File: config.mk
export PLATFORM = sky130hd
export DESIGN_NAME = layer_ctrl
export DESIGN_NICKNAME = d
export VERILOG_FILES = /design/src/rtl/layer_pkg.sv /design/src/rtl/layer_ctrl.sv
export SDC_FILE = /design/constraint.sdc
export NUM_CORES = 1
export LEC_CHECK = 0
export CAP_MARGIN = 15
export CORE_ASPECT_RATIO = 0.75
export CORE_MARGIN = 2
export CORE_UTILIZATION = 50
export CTS_CLUSTER_DIAMETER = 150
export DETAILED_ROUTE_END_ITERATION = 6
export PLACE_DENSITY = 0.83
export SLEW_MARGIN = 40
export SYNTH_ARGS = -nofsm -noshare
export SYNTH_HDL_FRONTEND = slang
export SYNTH_SLANG_ARGS = --single-unit
File: constraint.sdc
create_clock -name clk -period 3.1 [get_ports clk]
set_input_delay 0.465 -clock clk [delete_from_list [all_inputs] [get_ports clk]]
set_output_delay 0.465 -clock clk [all_outputs]
set_load 0.01 [all_outputs]
File: src/rtl/layer_pkg.sv
// Shared constants and controller state encoding for the layer datapath.
// Imported by layer_ctrl and any block that decodes its state.
package layer_pkg;

   localparam int DEF_ROWS    = 30;
   localparam int DEF_COLUMNS = 64;
   localparam int DATAWIDTH   = 16;

   typedef enum logic [2:0] {
      IDLE   = 3'd0,
      CLEAR  = 3'd1,
      RUN    = 3'd2,
      RESULT = 3'd3,
      TRAIN  = 3'd4,
      ERROR  = 3'd5
   } layer_ctrl_state_t;

endpackage

File: src/rtl/layer_ctrl.sv
// Sequencer for one layer: clear/run/result for inference, weight-row burst for training.
// Optional RUN watchdog enabled by defining LAYER_CTRL_TIMEOUT_EN.
module layer_ctrl
   import layer_pkg::*;
#(
   parameter int ROWS    = DEF_ROWS,
   parameter int COLUMNS = DEF_COLUMNS,
   parameter int TIMEOUT = COLUMNS + 32
) (
   input  logic                    clk,
   input  logic                    rst_overall,
   input  logic                    start,
   input  logic                    mode,
   input  logic                    wt_valid,
   output logic                    wt_ready,
   input  logic                    wt_last,
   output logic                    lyr_rst_vals,
   output logic                    lyr_en,
   output logic                    lyr_train_en,
   output logic [$clog2(ROWS)-1:0] lyr_row_sel,
   input  logic                    lyr_done,
   output logic                    busy,
   output logic                    res_valid,
   output logic                    err
);

   localparam int RW = $clog2(ROWS);
   localparam logic [RW-1:0] PARK = RW'(ROWS);
   localparam logic [RW-1:0] LAST = RW'(ROWS - 1);

   // The park code must be a real encoding that addresses no row.
   if ((ROWS & (ROWS - 1)) == 0) begin : g_rows_pow2
      $error("layer_ctrl: ROWS must not be a power of two");
   end
   if (TIMEOUT < 1 || COLUMNS < 1) begin : g_bad_cfg
      $error("layer_ctrl: TIMEOUT and COLUMNS must be positive");
   end

   layer_ctrl_state_t state_q;
   logic [RW-1:0]     cnt_q;
   logic              armed_q;
   logic              rst_vals_q;
   logic              en_q;
   logic              train_q;
   logic              res_q;
   logic              err_q;
`ifdef LAYER_CTRL_TIMEOUT_EN
   localparam int CW = $clog2(TIMEOUT + 1);
   logic [CW-1:0]     cyc_q;
`endif

   // Main FSM with registered layer controls; armed_q masks start at reset release.
   always_ff @(posedge clk or posedge rst_overall) begin
      if (rst_overall) begin
         state_q    <= IDLE;
         cnt_q      <= '0;
         armed_q    <= 1'b0;
         rst_vals_q <= 1'b0;
         en_q       <= 1'b0;
         train_q    <= 1'b0;
         res_q      <= 1'b0;
         err_q      <= 1'b0;
`ifdef LAYER_CTRL_TIMEOUT_EN
         cyc_q      <= '0;
`endif
      end else begin
         armed_q    <= 1'b1;
         rst_vals_q <= 1'b0;
         res_q      <= 1'b0;
         unique case (state_q)
            IDLE: begin
               if (start && armed_q) begin
                  if (mode) begin
                     state_q <= TRAIN;
                     train_q <= 1'b1;
                     cnt_q   <= '0;
                  end else begin
                     state_q    <= CLEAR;
                     rst_vals_q <= 1'b1;
                  end
               end
            end
            CLEAR: begin
               state_q <= RUN;
               en_q    <= 1'b1;
`ifdef LAYER_CTRL_TIMEOUT_EN
               cyc_q   <= '0;
`endif
            end
            RUN: begin
               if (lyr_done) begin
                  state_q <= RESULT;
                  en_q    <= 1'b0;
                  res_q   <= 1'b1;
               end
`ifdef LAYER_CTRL_TIMEOUT_EN
               else if (cyc_q == CW'(TIMEOUT - 1)) begin
                  state_q <= ERROR;
                  en_q    <= 1'b0;
                  err_q   <= 1'b1;
               end else begin
                  cyc_q <= cyc_q + 1'b1;
               end
`endif
            end
            RESULT: begin
               state_q <= IDLE;
            end
            TRAIN: begin
               if (wt_valid) begin
                  if (wt_last) begin
                     train_q <= 1'b0;
                     cnt_q   <= '0;
                     if (cnt_q == LAST) begin
                        state_q <= IDLE;
                     end else begin
                        state_q <= ERROR;
                        err_q   <= 1'b1;
                     end
                  end else if (cnt_q == LAST) begin
                     train_q <= 1'b0;
                     state_q <= ERROR;
                     err_q   <= 1'b1;
                  end else begin
                     cnt_q <= cnt_q + 1'b1;
                  end
               end
            end
            ERROR: begin
               state_q <= ERROR;
            end
            default: begin
               state_q <= IDLE;
            end
         endcase
      end
   end

   // Row select follows accepted beats; stalls and other states park on a non-row.
   always_comb begin
      wt_ready    = (state_q == TRAIN);
      lyr_row_sel = PARK;
      if (state_q == TRAIN && wt_valid) begin
         lyr_row_sel = cnt_q;
      end
   end

   assign busy         = (state_q != IDLE);
   assign lyr_rst_vals = rst_vals_q;
   assign lyr_en       = en_q;
   assign lyr_train_en = train_q;
   assign res_valid    = res_q;
   assign err          = err_q;

endmodule

==> results of run 1 <==
worst register-to-register path, stage by stage, from the launching register on:
cell and delay, ns:
sky130_fd_sc_hd__dfrtp_1 0.42, sky130_fd_sc_hd__inv_1 0.11, sky130_fd_sc_hd__ha_1 0.21, sky130_fd_sc_hd__and4_1 0.39, sky130_fd_sc_hd__ha_1 0.25, sky130_fd_sc_hd__nand2b_1 0.06, sky130_fd_sc_hd__a21oi_1 0.14, sky130_fd_sc_hd__a22oi_1 0.08
routing by layer:
metal  up-vias  GRT usage  part of all wire
li1        351          -                 -
met1       330      0.241              0.46
met2        14      0.331              0.49
met3         2     0.0672             0.044
met4         0     0.0385            0.0034
met5         -          0                 0
power groups by stage:
stage	Combinational [mW]	Sequential, mW	Clock, mW
after floorplan	0.275	0.312	0
after global routing	0.385	0.374	0.141
after global placement	0.340	0.357	0
after detailed placement	0.353	0.362	0
after CTS	0.354	0.358	0.131
final	0.351	0.361	0.127
cell usage after synthesis, types with 2 or more instances:
cell                        n  area [um2]
sky130_fd_sc_hd__ha_1       3        37.5
sky130_fd_sc_hd__o21ai_0    2        10.0
sky130_fd_sc_hd__and2_1     2        12.5
sky130_fd_sc_hd__o211ai_1   3        22.5
sky130_fd_sc_hd__nor2_1     5        18.8
sky130_fd_sc_hd__nor3_1     3        15.0
sky130_fd_sc_hd__or4_1      3        22.5
sky130_fd_sc_hd__buf_6      3        33.8
sky130_fd_sc_hd__dfrtp_1   14         350
sky130_fd_sc_hd__a21oi_1    4        20.0
sky130_fd_sc_hd__nand3_1    4        20.0
sky130_fd_sc_hd__nand2_1    6        22.5
sky130_fd_sc_hd__inv_1      9        33.8
registers in the layout, indices dropped and copies added (netlist names):
register,count
res_valid,1
lyr_en,1
err,1
lyr_train_en,1
cnt_q,5
state_q,3
armed_q,1
lyr_rst_vals,1
logic make-up after synthesis:
group,after synthesis,synth area share
AOI/OAI and AO/OA,21,0.205
xor gates and xnor gates,1,0.00996
adders and majority gates,3,0.0427
buffers and inverters,13,0.0853
DFF,14,0.398
other,1,0.00426
and+or+nand+nor,33,0.255
stage by stage:
stage	hold slack, ns	area, um2
after floorplan	0.354	880
after global placement	0.444	1050
after detailed placement	0.452	1050
after CTS	0.474	1080
after global routing	0.490	1080
final	0.467	1080
cells in the final DEF (no fill, tap or decap), types with 2 or more instances in the layout:
cell type	Yosys	layout
sky130_fd_sc_hd__ha_1	3	3
sky130_fd_sc_hd__o211ai_1	3	3
sky130_fd_sc_hd__a21oi_1	4	4
sky130_fd_sc_hd__nor2_1	5	5
sky130_fd_sc_hd__nand3_1	4	4
sky130_fd_sc_hd__nor3_1	3	3
sky130_fd_sc_hd__clkbuf_4	0	3
sky130_fd_sc_hd__dfrtp_1	14	14
sky130_fd_sc_hd__o21ai_0	2	2
sky130_fd_sc_hd__or4_1	3	3
sky130_fd_sc_hd__and2_1	2	2
sky130_fd_sc_hd__inv_1	9	9
sky130_fd_sc_hd__clkdlybuf4s50_1	0	18
sky130_fd_sc_hd__nand2_1	6	6
final cells by class:
type,count,share of cell area
Timing Repair Buffer,18,0.166
Tap cell,22,0.0254
Multi-Input combinational cell,59,0.420
Inverter,9,0.0312
Sequential cell,14,0.324
Clock buffer,4,0.0335
path summary, 6_finish.rpt:
| kind | end | slack (ns) | cells after the start |
|---|---|---|---|
| max | lyr_row_sel[0] | 0.28 | 5 |
| min | err$_DFFE_PP0P_ | 0.47 | 1 |
| max reg2reg | state_q[0]$_DFFE_PP0P_ | 1.33 | 7 |
| min reg2reg | err$_DFFE_PP0P_ | 0.47 | 1 |
| max in group asynchronous | err$_DFFE_PP0P_ | 2.24 | 2 |
| min in group asynchronous | cnt_q[3]$_DFFE_PP0P_ | 0.51 | 2 |
==> results.toml, run 1 <==
[run_status]
run_status = "complete, no violations"

[clock_tree]
register_clock_pin_slew_on_the_reported_worst_setup_and_hold_paths_ns = 0.07
clock_tree_from_tritoncts = "done"
numClockSinks = 14
cts_buf_count = 3
cts-root-buf = "sky130_fd_sc_hd__clkbuf_4"
clock_insertion_delay_worst_skew_ns = 0.28
cts_hold_buffers = 0
postCtsSetupRepairBufs = 0
htree_levels = 1
cts_buffer_depth = 2
cts_repair_resize_count = 0

[placement]
detailed_place_hpwl_um = 1340
buffers_on_ports = 18
finalWeightedCongestion = 0.846
placedCellCount = 122
dp_worst_setup_slack_ns = 0.308

[die]
floorplan.initialDensity = 0.520
floorplan_core_area_um2 = 1690
floorplan.io_pins = 19
die_area_um2 = 2110
die_x_um = 52.4
placement_row_count = 13
die_height_um = 40.3

[sta]
timing_worst_slew_pin_value_ns = 0.506
layout_setup_ws_ns = 0.284
headroom_to_the_max_slew_limit = 0.660
setup_repair_after_global_routing_missed_its_margin = "false"
clock_skew_ns = 0.00472
fin_setup_tns_ns = 0
final_period_minus_worst_setup_slack_ns = 2.82
max_freq_ghz = 0.355
setup_viol = 0
final-hold-violation-count = 0
slew_violations = 0
min_period_over_period = 0.909

[finish]
flow.area_growth_from_synthesis_pct = 23.0
area_of_combinational_cells_with_multiple_inputs_um2 = 454
regArea_um2 = 350
final_layout_size_suffix_gt1_frac = 0.106
final_nets = 115
number_of_antenna_repair_diodes = 0
fin_util = 0.640
fin_cells = 126
fillers = 137

[yosys]
postSynthAreaPerCell_um2 = 10.2
fraction_of_registers_with_async_set_reset = 1.00
synthFlopType = "sky130_fd_sc_hd__dfrtp_1"
mappedNetlistNets = 96
synth_enable_flop_cells = 0
synth.cell_area_um2 = 880
share_of_synthesized_area_occupied_by_flip_flops_and_latches = 0.398
syn_inst = 86
synth.ff_latch_count = 14
number_of_distinct_library_cells_after_synthesis = 38
yosys_warnings = 0

[power_and_ir_drop]
switching_power_uw = 318
cellLeakagePower_nw = 0.440
power.combinational.fraction = 0.418
power_density_nw_per_um2 = 775
seq_power_share = 0.430
p_clk_frac = 0.151
p_total_uw = 839
power_report.internal_total_uw = 521
netSwitchingFraction = 0.379
peakVddDrop_uv = 448

[setup_path]
timing.critical_path.buf_inv = 2
startpoint = "wt_valid"
worstSetupStartpointType = "input port"
worst_path_largest_cell_delay_ns = 0.55
crit_slowest_cell = "sky130_fd_sc_hd__clkdlybuf4s50_1"
critical_path_arrival_ns = 2.35
path_common_cell = "sky130_fd_sc_hd__clkdlybuf4s50_1"
cp.required_ns = 2.63
r2r_start = "cnt_q[1]$_DFFE_PP0P_"
cp-end-kind = "primary output"
worst-setup-path-type = "input port to primary output"
timing.critical_path.max_delay_family = "buffers and inverters"
critical_path_peak_fanout = 5
cell_chain_of_the_critical_path = "clkdlybuf4s50_1, nand2_1, nor3_1, and2_1, clkdlybuf4s50_1"

[run]
cap_viol_max_count = 0

[route]
initialDrtViolationCount = 17
drt-pass1-iter-count = 4
routed_via_density = 5.53
route.detailed.wl_per_inst_um = 14.0
wl_um = 1770
final_antenna_net_count = 0
vias = 697
route.detailed.drc = 0

[global_routing]
grt_first_pass_wirelength_um = 2820
maximum_number_of_pins_on_one_net_before_global_route_repair = 15
overall_global_routing_resource_usage = 0.193
number_of_global_route_vias_before_repair = 641
antenna_found_initial = 0
global_route.overflow_total = 0

[min_path]
min_from = "err$_DFFE_PP0P_"
hold_path_class = "flop to flop"
No activity file was read; power rests on OpenSTA's default activity.
==> inputs of run 2 (changes only) <==
--- a/config.mk
+++ b/config.mk
@@ -12,7 +12,6 @@
 export CTS_CLUSTER_DIAMETER = 150
 export DETAILED_ROUTE_END_ITERATION = 6
 export PLACE_DENSITY = 0.83
-export SLEW_MARGIN = 40
 export SYNTH_ARGS = -nofsm -noshare
 export SYNTH_HDL_FRONTEND = slang
 export SYNTH_SLANG_ARGS = --single-unit
==> results of run 2 <==
The final DEF is identical to that of run 1; final timing and power are the same.
==> inputs of run 3 (changes only) <==
--- a/config.mk
+++ b/config.mk
@@ -11,7 +11,7 @@
 export CORE_UTILIZATION = 50
 export CTS_CLUSTER_DIAMETER = 150
 export DETAILED_ROUTE_END_ITERATION = 6
-export PLACE_DENSITY = 0.83
+export PLACE_DENSITY = 0.87
 export SYNTH_ARGS = -nofsm -noshare
 export SYNTH_HDL_FRONTEND = slang
 export SYNTH_SLANG_ARGS = --single-unit
==> results.toml, run 3 (synthesis results as in run 1) <==
[run_status]
run_status = "complete, no violations"

[min_path]
hold_path_class = "input port to asynchronous set/reset pin"

[finish]
layout.cells.most_common_list = "sky130_fd_sc_hd__clkdlybuf4s50_1 (18), sky130_fd_sc_hd__dfrtp_1 (14), sky130_fd_sc_hd__inv_1 (9)"
layout_commonest_cell = "sky130_fd_sc_hd__clkdlybuf4s50_1"
final_layout_size_suffix_gt1_frac = 0.114
flow.area_growth_from_synthesis_pct = 23.9
top_regs = "cnt_q: 5 flops, state_q: 3 flops"
final_nets = 116
number_of_antenna_repair_diodes = 0
largest_register_ff_count = 5
final_cell_area_um2 = 1090
fin_util = 0.644
registers.top_by_ff_count = "cnt_q"

[sta]
max_freq_ghz = 0.386
slew_violations = 0
clock_skew_ns = 0.00971
headroom_to_the_max_slew_limit = 0.652
fin_setup_tns_ns = 0
setup_viol = 0
final-hold-violation-count = 0
min_period_over_period = 0.835
setup_repair_after_global_routing_missed_its_margin = "false"
final.hold.worst_slack_ns = 0.504
final_period_minus_worst_setup_slack_ns = 2.59
timing_worst_slew_pin_value_ns = 0.521

[clock_tree]
cts-root-buf = "sky130_fd_sc_hd__clkbuf_4"
register_clock_pin_slew_on_the_reported_worst_setup_and_hold_paths_ns = 0.09
cts_buffer_depth = 2
cts_repair_resize_count = 0
cts_hold_buffers = 0
cts_buf_count = 3
numClockSinks = 14
clock_tree_from_tritoncts = "done"
clock_insertion_delay_worst_skew_ns = 0.29
htree_levels = 1
postCtsSetupRepairBufs = 0

[global_routing]
maximum_number_of_pins_on_one_net_before_global_route_repair = 15
grtUsageMet1 = 0.264
grtUsageMet3 = 0.0746
grt_first_pass_wirelength_um = 3070
global_route.overflow_total = 0
overall_global_routing_resource_usage = 0.214
gr-usage-met2 = 0.344
global_routing_s_busiest_layer = "met2"
antenna_found_initial = 0
number_of_global_route_vias_before_repair = 661

[route]
routed_via_density = 5.79
wl_um = 1940
drt-pass1-iter-count = 4
vias = 735
initialDrtViolationCount = 27
route.detailed.wl_per_inst_um = 15.3
final_antenna_net_count = 0
route.detailed.drc = 0

[run]
cap_viol_max_count = 0

[power_and_ir_drop]
peakVddDrop_uv = 425
p_total_uw = 852
p_clk_frac = 0.153
seq_power_share = 0.430
power_density_nw_per_um2 = 782
power_report.internal_total_uw = 523
switching_power_uw = 330
cellLeakagePower_nw = 0.445
power.combinational.fraction = 0.418
netSwitchingFraction = 0.387

[die]
placement_row_count = 13
die_height_um = 40.3
floorplan.io_pins = 19
floorplan.initialDensity = 0.520
die_x_um = 52.4
die_area_um2 = 2110
floorplan_core_area_um2 = 1690

[setup_path]
worst-setup-path-type = "input port to primary output"
critical_path_peak_fanout = 5
crit_slowest_cell = "sky130_fd_sc_hd__clkdlybuf4s50_1"
cp-end-kind = "primary output"
worst_path_largest_cell_delay_ns = 0.55
worstSetupStartpointType = "input port"
cell_chain_of_the_critical_path = "clkdlybuf4s50_1, nand2_1, nor3_1, buf_4, nand2_1, clkdlybuf4s50_1"
critical_path_arrival_ns = 2.12
cp.required_ns = 2.63

[placement]
finalWeightedCongestion = 0.811
detailed_place_hpwl_um = 1410
buffers_on_ports = 18
placed_area_um2 = 1050
-- run 3: cell types whose count changed in the layout (fill, tap and decap cells not counted) --
cell / before / now
sky130_fd_sc_hd__buf_4: 0 / 1
-- run 3: metal layers --
metal  part of all wire  wire length, um
met1               0.44              850
met2               0.49              951
met3              0.060              116
met4              0.013               26
met5                  0                0
-- run 3: path summary, 6_finish.rpt --
path | cells after the start | from | slack (ns) | endpoint
max | 6 | wt_valid | 0.51 | lyr_row_sel[3]
min reg2reg | 1 | err$_DFFE_PP0P_ | 0.52 | err$_DFFE_PP0P_
min in group clk | 1 | err$_DFFE_PP0P_ | 0.52 | err$_DFFE_PP0P_
max in group asynchronous | 2 | rst_overall | 2.24 | state_q[0]$_DFFE_PP0P_
min | 2 | rst_overall | 0.50 | cnt_q[2]$_DFFE_PP0P_
max reg2reg | 7 | cnt_q[1]$_DFFE_PP0P_ | 1.32 | state_q[0]$_DFFE_PP0P_
-- run 3: worst max-delay path, delay by kind of cell --
| kind | cells | cell delay, ns |
|---|---|---|
| and+or+nand+nor | 3 | 0.45 |
| buffers and inverters | 3 | 1.21 |
-- run 3: power by group through the flow --
stage / combinational [mW] / sequential [mW] / clock (mW)
6_report: 0.356 / 0.366 / 0.130
5_1_grt: 0.395 / 0.376 / 0.142
4_1_cts: 0.358 / 0.362 / 0.133
3_5_place_dp: 0.355 / 0.365 / 0
3_3_place_gp: 0.343 / 0.357 / 0
2_1_floorplan: 0.275 / 0.312 / 0
-- run 3: final cells by class --
| cell class | instances | area [um2] |
|---|---|---|
| clock buffers | 4 | 36.3 |
| fillers | 146 | 602 |
| inverters | 9 | 33.8 |
| multi-input cells | 59 | 454 |
| flip-flops and latches | 14 | 350 |
| well taps | 22 | 27.5 |
| repair buffers | 19 | 188 |
-- run 3: metrics by stage --
step,std cells,setup WS (ns)
2_1_floorplan,86,1.53
3_3_place_gp,123,0.567
3_5_place_dp,123,0.537
4_1_cts,127,0.504
5_1_grt,127,0.416
6_report,127,0.513
